**src/rtl/tank_pkg.sv**
```systemverilog
// Shared constants, bullet slot record and coordinate helpers for the tank game.
package tank_pkg;

    localparam int unsigned BULLETS_PER_TANK = 3;
    localparam int unsigned NUM_BULLETS      = 2 * BULLETS_PER_TANK;
    localparam int unsigned POS_W            = 10;
    localparam int unsigned VEL_W            = 4;
    localparam int unsigned AGE_W            = 10;

    localparam int X_MIN = 0;
    localparam int X_MAX = 639;
    localparam int Y_MIN = 0;
    localparam int Y_MAX = 479;

    localparam logic [POS_W-1:0] PARK_POS = 10'd1023;

    typedef struct packed {
        logic                    active;
        logic [POS_W-1:0]        x;
        logic [POS_W-1:0]        y;
        logic signed [VEL_W-1:0] vx;
        logic signed [VEL_W-1:0] vy;
        logic [AGE_W-1:0]        age;
    } bullet_t;

    // Parked slot: off-screen so it can never come within hit range of a tank.
    localparam bullet_t PARKED = '{active: 1'b0, x: PARK_POS, y: PARK_POS,
                                   vx: '0, vy: '0, age: '0};

    function automatic logic in_bounds(input logic signed [POS_W:0] v,
                                       input int lo, input int hi);
        return (int'(v) >= lo) && (int'(v) <= hi);
    endfunction

    function automatic logic [POS_W-1:0] clamp_pos(input logic signed [12:0] v,
                                                   input int lo, input int hi);
        if (int'(v) < lo) return POS_W'(lo);
        if (int'(v) > hi) return POS_W'(hi);
        return v[POS_W-1:0];
    endfunction

endpackage

```
**src/rtl/bullet_slot.sv**
```systemverilog
// One bullet slot: per-frame motion, wall handling, aging and spawn load.
// Wall behaviour selected by BULLET_BOUNCE_EN (bounce) or default (retire).
module bullet_slot
    import tank_pkg::*;
#(
    parameter int unsigned LIFETIME = 600
) (
    input  logic                    Clk,
    input  logic                    Reset,
    input  logic                    i_tick,
    input  logic                    i_clear,
    input  logic                    i_load,
    input  logic [POS_W-1:0]        i_ld_x,
    input  logic [POS_W-1:0]        i_ld_y,
    input  logic signed [VEL_W-1:0] i_ld_vx,
    input  logic signed [VEL_W-1:0] i_ld_vy,
    output bullet_t                 o_bullet,
    output logic                    o_free_c
);

    bullet_t               r_b;
    bullet_t               w_step;
    bullet_t               w_next;
    logic signed [POS_W:0] w_nx;
    logic signed [POS_W:0] w_ny;
    logic                  w_x_ok;
    logic                  w_y_ok;
    logic                  w_retire;

    // Motion and aging for one frame tick, before any spawn load.
    always_comb begin
        w_step   = r_b;
        w_retire = 1'b0;
        w_nx     = $signed({1'b0, r_b.x}) + (POS_W+1)'(r_b.vx);
        w_ny     = $signed({1'b0, r_b.y}) + (POS_W+1)'(r_b.vy);
        w_x_ok   = in_bounds(w_nx, X_MIN, X_MAX);
        w_y_ok   = in_bounds(w_ny, Y_MIN, Y_MAX);
        if (i_tick && r_b.active) begin
`ifdef BULLET_BOUNCE_EN
            if (w_x_ok) w_step.x  = w_nx[POS_W-1:0];
            else        w_step.vx = -r_b.vx;
            if (w_y_ok) w_step.y  = w_ny[POS_W-1:0];
            else        w_step.vy = -r_b.vy;
`else
            if (w_x_ok && w_y_ok) begin
                w_step.x = w_nx[POS_W-1:0];
                w_step.y = w_ny[POS_W-1:0];
            end else begin
                w_retire = 1'b1;
            end
`endif
            w_step.age = r_b.age + AGE_W'(1);
            if (r_b.age == AGE_W'(LIFETIME - 1)) w_retire = 1'b1;
            if (w_retire) w_step = PARKED;
        end
    end

    assign o_free_c = !w_step.active;

    always_comb begin
        w_next = w_step;
        if (i_load) begin
            w_next.active = 1'b1;
            w_next.x      = i_ld_x;
            w_next.y      = i_ld_y;
            w_next.vx     = i_ld_vx;
            w_next.vy     = i_ld_vy;
            w_next.age    = '0;
        end
    end

    always_ff @(posedge Clk) begin
        if (Reset || i_clear) r_b <= PARKED;
        else                  r_b <= w_next;
    end

    assign o_bullet = r_b;

endmodule

```
**src/rtl/bullet_pool.sv**
```systemverilog
// Six-slot bullet pool: fire edge detect, per-tank cooldown and slot allocation.
// Optional macro BULLET_BOUNCE_EN makes bullets bounce off walls instead of retiring.
module bullet_pool
    import tank_pkg::*;
#(
    parameter int unsigned LIFETIME   = 600,
    parameter int unsigned COOLDOWN   = 15,
    parameter int unsigned SPAWN_LEAD = 4
) (
    input  logic                               Clk,
    input  logic                               Reset,
    input  logic                               frame_tick,
    input  logic                               round_clear,
    input  logic                               fire1,
    input  logic                               fire2,
    input  logic [POS_W-1:0]                   t1x,
    input  logic [POS_W-1:0]                   t1y,
    input  logic [POS_W-1:0]                   t2x,
    input  logic [POS_W-1:0]                   t2y,
    input  logic signed [VEL_W-1:0]            t1vx,
    input  logic signed [VEL_W-1:0]            t1vy,
    input  logic signed [VEL_W-1:0]            t2vx,
    input  logic signed [VEL_W-1:0]            t2vy,
    output logic [NUM_BULLETS-1:0][POS_W-1:0]  bx,
    output logic [NUM_BULLETS-1:0][POS_W-1:0]  by,
    output logic [NUM_BULLETS-1:0]             bactive
);

    localparam int unsigned      COOL_W = (COOLDOWN > 0) ? $clog2(COOLDOWN + 1) : 1;
    localparam logic signed [12:0] LEAD = 13'(SPAWN_LEAD);

    logic [1:0]              w_fire;
    logic [1:0]              r_fire_q;
    logic [1:0]              r_pending;
    logic [1:0]              w_accept;
    logic [1:0]              w_spawn;
    logic [COOL_W-1:0]       r_cool [2];
    logic [POS_W-1:0]        w_tx [2];
    logic [POS_W-1:0]        w_ty [2];
    logic signed [VEL_W-1:0] w_tvx [2];
    logic signed [VEL_W-1:0] w_tvy [2];
    logic [POS_W-1:0]        w_sx [2];
    logic [POS_W-1:0]        w_sy [2];
    logic [NUM_BULLETS-1:0]  w_free;
    logic [NUM_BULLETS-1:0]  w_load;
    bullet_t                 w_bullet [NUM_BULLETS];

    assign w_fire = {fire2, fire1};

    // Spawn coordinates, accepted fire edges and lowest-free-slot selection per tank.
    always_comb begin
        w_tx[0]  = t1x;  w_ty[0]  = t1y;  w_tvx[0] = t1vx; w_tvy[0] = t1vy;
        w_tx[1]  = t2x;  w_ty[1]  = t2y;  w_tvx[1] = t2vx; w_tvy[1] = t2vy;
        w_load   = '0;
        w_spawn  = '0;
        w_accept = '0;
        for (int t = 0; t < 2; t++) begin
            w_sx[t] = clamp_pos($signed({3'b000, w_tx[t]}) + LEAD * 13'(w_tvx[t]), X_MIN, X_MAX);
            w_sy[t] = clamp_pos($signed({3'b000, w_ty[t]}) + LEAD * 13'(w_tvy[t]), Y_MIN, Y_MAX);
            w_accept[t] = w_fire[t] && !r_fire_q[t] && (r_cool[t] == '0);
            if (frame_tick && !round_clear && r_pending[t]) begin
                for (int i = 0; i < int'(BULLETS_PER_TANK); i++) begin
                    if (!w_spawn[t] && w_free[t * int'(BULLETS_PER_TANK) + i]) begin
                        w_load[t * int'(BULLETS_PER_TANK) + i] = 1'b1;
                        w_spawn[t] = 1'b1;
                    end
                end
            end
        end
    end

    // Fire history survives round_clear so a held button does not re-fire.
    always_ff @(posedge Clk) begin
        if (Reset) r_fire_q <= '0;
        else       r_fire_q <= w_fire;
    end

    always_ff @(posedge Clk) begin
        if (Reset || round_clear) begin
            r_pending <= '0;
            r_cool[0] <= '0;
            r_cool[1] <= '0;
        end else begin
            for (int t = 0; t < 2; t++) begin
                if (frame_tick) begin
                    r_pending[t] <= 1'b0;
                    if (w_spawn[t])             r_cool[t] <= COOL_W'(COOLDOWN);
                    else if (r_cool[t] != '0)   r_cool[t] <= r_cool[t] - COOL_W'(1);
                end else if (w_accept[t]) begin
                    r_pending[t] <= 1'b1;
                end
            end
        end
    end

    for (genvar g = 0; g < int'(NUM_BULLETS); g++) begin : g_slot
        localparam int unsigned TANK = g / BULLETS_PER_TANK;

        bullet_slot #(.LIFETIME(LIFETIME)) u_slot (
            .Clk      (Clk),
            .Reset    (Reset),
            .i_tick   (frame_tick),
            .i_clear  (round_clear),
            .i_load   (w_load[g]),
            .i_ld_x   (w_sx[TANK]),
            .i_ld_y   (w_sy[TANK]),
            .i_ld_vx  (w_tvx[TANK]),
            .i_ld_vy  (w_tvy[TANK]),
            .o_bullet (w_bullet[g]),
            .o_free_c (w_free[g])
        );

        assign bx[g]      = w_bullet[g].x;
        assign by[g]      = w_bullet[g].y;
        assign bactive[g] = w_bullet[g].active;
    end

endmodule

```
**config.mk**
```make
export PLATFORM = sky130hd
export DESIGN_NAME = bullet_pool
export DESIGN_NICKNAME = d
export VERILOG_FILES = /design/src/rtl/tank_pkg.sv /design/src/rtl/bullet_slot.sv /design/src/rtl/bullet_pool.sv
export SDC_FILE = /design/constraint.sdc
export NUM_CORES = 1
export LEC_CHECK = 0
export BUFFER_PORTS_ARGS = -buffer_cell sky130_fd_sc_hd__clkbuf_2
export CORE_UTILIZATION = 45
export DETAILED_ROUTE_END_ITERATION = 6
export GPL_ROUTABILITY_DRIVEN = 0
export GPL_TIMING_DRIVEN = 0
export PLACE_DENSITY_LB_ADDON = 0.2
export SLEW_MARGIN = 40
export SYNTH_ARGS = -nofsm -noshare
export SYNTH_HDL_FRONTEND = slang
export SYNTH_SLANG_ARGS = --single-unit
```
**constraint.sdc**
```tcl
create_clock -name Clk -period 7.45 [get_ports Clk]
set_clock_uncertainty 0.2 [all_clocks]
set_input_delay 0.745 -clock Clk [delete_from_list [all_inputs] [get_ports Clk]]
set_output_delay 0.745 -clock Clk [all_outputs]
set_load 0.02 [all_outputs]
```
### Word-level counts from Yosys, hierarchy flattened

Memories as Yosys holds them, arrays and structs flattened.
Index checks and enable logic that the tools add are counted.

* add/sub/neg operators: 24
* $lt $le $gt $ge: 32
* equal/unequal tests: 6
* multiplexer cells: 112
* bitwise operators: 4
* reductions and logical operators: 88

Operators by type and width (number)
* two-way mux 39 bit: 18
* two-way mux 10 bit: 16
* adder 11 x 4 -> 11 bit: 12
* greater-or-equal comparator 11 x 1 -> 1 bit, second input constant: 12
* two-way mux 20 bit: 6
* less-or-equal comparator 11 x 10 -> 1 bit, second input constant: 6
* less-or-equal comparator 11 bit, second input constant: 6
* two-way mux 1 bit: 66
* adder 10 x 1 -> 10 bit, second input constant: 6
* == test 10 bit, second input constant: 6
* adder 11 x 6 -> 12 bit: 4
* < comparator 12 x 1 -> 1 bit, second input constant: 4
* logical AND 1 bit: 35
* greater-than comparator 12 x 10 -> 1 bit, second input constant: 2
* greater-than comparator 12 x 11 -> 1 bit, second input constant: 2
* AND reduction 2 bit: 12
* nonzero test 2 bit: 12
* nonzero test 3 bit: 6
* two-way mux 4 bit: 4
* OR reduction 2 bit: 7
* logical NOT 1 bit: 11
* logical NOT 4 bit: 2
* nonzero test 4 bit: 2
* subtractor 4 x 1 -> 4 bit, second input constant: 2
* 3 further kinds: 7

* register bits: 238
* memory bits (writable): 8
* input bits: 62
* output and inout port bits: 126
* logic and storage cells: 306
* memories kept: 1

Memories
* r_cool: depth 2, bits a word 4, read ports 2, clocked after Yosys merged registers in 0, wr ports 2, line bullet_pool.sv:37 `logic [COOL_W-1:0] r_cool [2];`

### Longest topological paths before layout

* word-level depth: 25
* depth in mapped cells: 15
* gate-level depth less buffers: 13

### Hierarchy

A second synthesis with hierarchy kept.

* cell total of the unflattened synthesis: 2423
* area, all modules: 19366.1 µm²

By module, submodules not included
* bullet_slot at g_slot[1].u_slot ...: instances 3, cells an instance 339, area an instance 2681.3 µm², sequential area each 780.7 µm²
* bullet_pool: instances 1, cells an instance 379, area an instance 2879.0 µm², sequential area each 320.3 µm²
* bullet_slot at g_slot[0].u_slot: instances 1, cells an instance 354, area an instance 2846.5 µm², sequential area each 780.7 µm²
* bullet_slot at g_slot[5].u_slot: instances 1, cells an instance 343, area an instance 2840.2 µm², sequential area each 780.7 µm²
* bullet_slot at g_slot[4].u_slot: instances 1, cells an instance 330, area an instance 2756.4 µm², sequential area each 780.7 µm²

### Least setup slack after synthesis

Ideal clock, no wire load.

* kind: input to register
* start: input t2y[2]
* end: register g_slot[5].u_slot.r_b (netlist bit g_slot[5].u_slot.o_bullet[18])
* setup time: 0.069 ns
* arrival: 3.368 ns
* required time: 7.181 ns
* slack: 3.814 ns
* cell stages on the path: 12
* path buffers: 0
* cell sequence: ha_1 fa_1 a21o_1 a311o_1 o211ai_1 and3_1 a211o_1 nor3b_1 o31ai_1 o21ai_0 and2_1 o21ai_1

* longest elaborated chain between the ends: 7
* elaborated cells between the ends (all ways): 10
* classes of those cells: add/sub: 1; order compare: 2; mux: 7

RTL lines
* from (decl): line bullet_pool.sv:19 `input logic [POS_W-1:0] t2y,`
* adder 11 x 6 -> 12 bit (*): line bullet_pool.sv:59 `w_sy[t] = clamp_pos($signed({3'b000, w_ty[t]}) + LEAD * 13'(w_tvy[t]), Y_MIN, Y_MAX);`
* greater-than comparator 12 x 10 -> 1 bit: line tank_pkg.sv:38 `if (int'(v) > hi) return POS_W'(hi);`
* two-way mux 1 bit (2 in a row): line tank_pkg.sv:38
* two-way mux 10 bit: line tank_pkg.sv:39 `return v[POS_W-1:0];`
* two-way mux 10 bit (*): line tank_pkg.sv:38
* two-way mux 39 bit (*): line bullet_slot.sv:62 `if (i_load) begin`
* to (signal assigned): line bullet_slot.sv:74 `else r_b <= w_next;`
* to (decl): line bullet_slot.sv:21 `bullet_t r_b;`

Every way passes the cells marked *; elsewhere a longest branch is shown, timed or not. The select of a mux whose other input is x is not followed.
A chain may end at the register's enable or synchronous reset.

### Worst setup path after layout

* start: register g_slot[0].u_slot.r_b (netlist bit g_slot[0].u_slot.o_bullet[13])
* end: register g_slot[2].u_slot.r_b (netlist bit g_slot[2].u_slot.o_bullet[33])

* longest elaborated chain between the ends: 21
* elaborated cells between the ends (all ways): 24
* classes of those cells: add/sub: 1; order compare: 2; mux: 12; reduce/logical: 9

RTL lines
* from (decl): line bullet_slot.sv:21
* from (signal assigned): line bullet_slot.sv:74
* adder 11 x 4 -> 11 bit (*): line bullet_slot.sv:35 `w_ny = $signed({1'b0, r_b.y}) + (POS_W+1)'(r_b.vy);`
* greater-or-equal comparator 11 x 1 -> 1 bit / less-or-equal comparator 11 x 10 -> 1 bit (equally long branches): line tank_pkg.sv:32 `return (int'(v) >= lo) && (int'(v) <= hi);`
* logical AND 1 bit (*): line tank_pkg.sv:32
* logical AND 1 bit (*): line bullet_slot.sv:45 `if (w_x_ok && w_y_ok) begin`
* two-way mux 1 bit (*): line bullet_slot.sv:45
* two-way mux 1 bit (*): line bullet_slot.sv:53 `if (r_b.age == AGE_W'(LIFETIME - 1)) w_retire = 1'b1;`
* two-way mux 1 bit (*): line bullet_slot.sv:38 `if (i_tick && r_b.active) begin`
* two-way mux 39 bit (*): line bullet_slot.sv:54 `if (w_retire) w_step = PARKED;`
* (+5 left out)
* two-way mux 1 bit (*): line bullet_pool.sv:63 `if (!w_spawn[t] && w_free[t * int'(BULLETS_PER_TANK) + i]) begin`
* two-way mux 1 bit (*): line bullet_pool.sv:61 `if (frame_tick && !round_clear && r_pending[t]) begin`
* logical NOT 1 bit (*): line bullet_pool.sv:63
* logical AND 1 bit (*): line bullet_pool.sv:63
* two-way mux 1 bit (*): line bullet_pool.sv:63
* two-way mux 3 bit (*): line bullet_pool.sv:61
* nonzero test 3 bit (no line) / nonzero test 2 bit (equally long branches)
* AND reduction 2 bit (no line)
* to (signal assigned): line bullet_slot.sv:74
* to (decl): line bullet_slot.sv:21

Marks and branches as above.

==> flow_summary.json <==
{
  "cts_htree_levels": 1,
  "die_x_um": 209,
  "outcome": "completed",
  "hold_class": "reg2reg",
  "yosys.area.top_type": "dfxtp_1",
  "relSlewSlack_pct": 39.5,
  "cts_sinks": 246,
  "clk_path_buf_depth": 3,
  "grt_max_degree": 15,
  "ff2ff_path_depth": 12,
  "grt_usage_pct": 27.4,
  "slew_viol_final": 0,
  "dp_hpwl_mm": 47.2,
  "wirelength_mm": 61.3,
  "worst-path-stages": 12,
  "syn_to_final_growth_pct": 13.7,
  "die_y_um": 209,
  "ys_seq_area_share_pct": 25.9,
  "stdcell_count": 3151,
  "maxCapViolations": 0,
  "cp_num_buf_inv": 1,
  "start_util_pct": 45.9,
  "tightest_slew_ns": 0.896,
  "ys_seq_elements": 246,
  "synthCells": 2369,
  "post-route-period-util_pct": 59.7,
  "synth.most_common_cell": "dfxtp_1",
  "grt_pass1_wl_mm": 96.7,
  "cellPowerDensity_nw_per_um2": 147,
  "drive_above_1_share_pct": 17.3,
  "critPathMostFrequentCell": "o211ai_1",
  "place_area_um2": 21000,
  "worst_path_max_delay_cell": "nor3_1",
  "synth_commonest_cells": "238 x dfxtp_1, 210 x nor2_1, 183 x nand2_1, 164 x ha_1, 145 x a21oi_1",
  "fill_cells": 4018,
  "tns_ns": 0,
  "setup_violations": 0,
  "cts_root_buf": "clkbuf_16",
  "cts.clk_slew.worst_paths_ns": 0.06,
  "p_total_mw": 3.24,
  "cp_max_fo": 11,
  "cp_top_family": "compound AO/OA/AOI/OAI gates",
  "synth_warnings": 0,
  "setup.worst_path.class": "reg2reg",
  "worstPathArrival_ns": 4.64,
  "synthFlopType": "dfxtp_1",
  "fin_crit_ns": 4.45,
  "cts_hold_buf": 0,
  "cts_setup_buffers": 0,
  "synth.area.top_cells": "dfxtp_1 25%, ha_1 11%, buf_4 5.0%",
  "rsz0062_at_grt": "no",
  "drc": 0,
  "synth_area_um2": 19300,
  "cts_tree": "yes",
  "critPathLaunchType": "register",
  "fin_hold_ws_ns": 0.270,
  "final_area_um2": 22000,
  "dp_cells": 3095,
  "synth_top_area_share_pct": 24.6,
  "async_flop_share_pct": 0,
  "ctsResizeCount": 0,
  "synth_cell_types": 105,
  "drt_iter0_markers": 1318,
  "rows": 75,
  "wl_per_cell_um": 19.4,
  "cp_cell_sequence": "ha_1 -> a21oi_1 -> nor2b_1 -> or2_2 -> a2111oi_0 -> a22o_1 -> o21ai_1 -> nor3_1 -> o211ai_2 -> buf_2 -> o211ai_1 -> o211ai_1",
  "io_buffers": 187,
  "fin_nets": 2829,
  "dr.pass1.iters": 5,
  "die_area_um2": 43800,
  "clk_latency_ns": 0.56,
  "io_pins": 188,
  "cp.required_ns": 7.64,
  "critPathMaxStageDelay_ns": 0.68,
  "globalRouteOverflowTotal": 0,
  "syn_nets": 2611,
  "cts_buffers": 29,
  "dr_total_vias": 18736,
  "routed_via_density": 5.95,
  "antenna_found_initial": 2,
  "end_kind": "register",
  "leakagePower_nw": 9.19,
  "ant_nets": 0,
  "ir_drop_v": 0.000173,
  "grt_pass1_vias": 17914,
  "coreArea_um2": 42100,
  "whs_path_depth": 2,
  "synth_area_per_cell_um2": 8.16,
  "synth-edff-count": 8,
  "fmax_mhz": 225,
  "reg2reg_slack_ns": 3.00,
  "finalHoldViolCount": 0
}
-- flip-flops by register name, indices dropped and copies added (netlist names) --
register / count
r_fire_q: 2
r_cool: 8
g_slot.u_slot.o_bullet: 234
r_pending: 2
-- metrics by stage --
| step | setup slack (ns) | utilization, % |
|---|---|---|
| after global routing | 2.46 | 52.2 |
| after detailed placement | 2.85 | 49.7 |
| after floorplan | 3.81 | - |
| after CTS | 3.01 | 52.1 |
| final | 3.00 | 52.2 |
| after global placement | 2.62 | 49.7 |
-- routing by layer --
| metal | share of wire, % | wire length, um | GRT usage (%) |
|---|---|---|---|
| met4 | 3.0 | 1820 | 9.15 |
| met2 | 45 | 27300 | 43.4 |
| met3 | 7.9 | 4830 | 4.59 |
| met1 | 45 | 27300 | 37.7 |
| met5 | 0 | 0 | 0 |
-- worst min-delay path, stage by stage, from the launching register on --
cell     delay, ns
dfxtp_1       0.33
nand2_1       0.05
o21ai_1       0.05
-- placed cells by master, fill, tap and decap left out, types with 26 or more instances in the layout --
cell and n:
inv_1 83, nor2_1 210, nor3_1 44, a31oi_1 32, a22o_1 26, o221ai_1 29, a21o_1 44, o21ai_0 91
o211ai_1 66, xor2_1 76, clkbuf_16 29, clkbuf_1 60, and3_1 30, nand3_1 88, dfxtp_1 238, a21oi_1 145
a211oi_1 28, o21a_1 50, nand2b_1 26, ha_1 164, o21ai_1 50, nand2_1 183, clkbuf_2 189, xnor2_1 69
buf_4 129
-- cells by family (layout without fill, tap and decap cells) --
logic type               after synthesis  count (layout)  share of synthesized area, %
XOR/XNOR                             145             145                          6.57
AND/OR/NAND/NOR                      735             735                          18.8
multiplexers                          24              24                          1.26
adder cells (fa/ha/maj)              180             180                          12.3
AO/OA/AOI/OAI                        736             736                          26.5
other                                  0               3                             0
flip-flops                           246             246                          25.9
buffers and inverters                303             543                          8.69
-- final timing paths --
kind,endpoint,from
min,g_slot[5].u_slot.o_bullet[30],g_slot[5].u_slot.o_bullet[30]
max reg2reg,g_slot[2].u_slot.o_bullet[33],g_slot[0].u_slot.o_bullet[13]
max,g_slot[2].u_slot.o_bullet[33],g_slot[0].u_slot.o_bullet[13]
min reg2reg,g_slot[5].u_slot.o_bullet[30],g_slot[5].u_slot.o_bullet[30]
-- area by class of cell --
type	count	area (um2)	share of cell area, %
antenna	3	7.51	0.0341
buffer	220	1370	6.23
clock buffer	36	812	3.69
clock inverter	17	204	0.928
inverter	83	312	1.42
multi-input combinational	1820	12700	57.6
sequential	246	5000	22.8
tap	539	674	3.07
timing repair buffer	187	936	4.26
-- report_power, final --
part | internal, mW | switching (mW)
Combinational | 0.113 | 0.272
Sequential | 1.33 | 0.00442
Clock | 0.912 | 0.610
No activity file was read; power rests on OpenSTA's default activity.
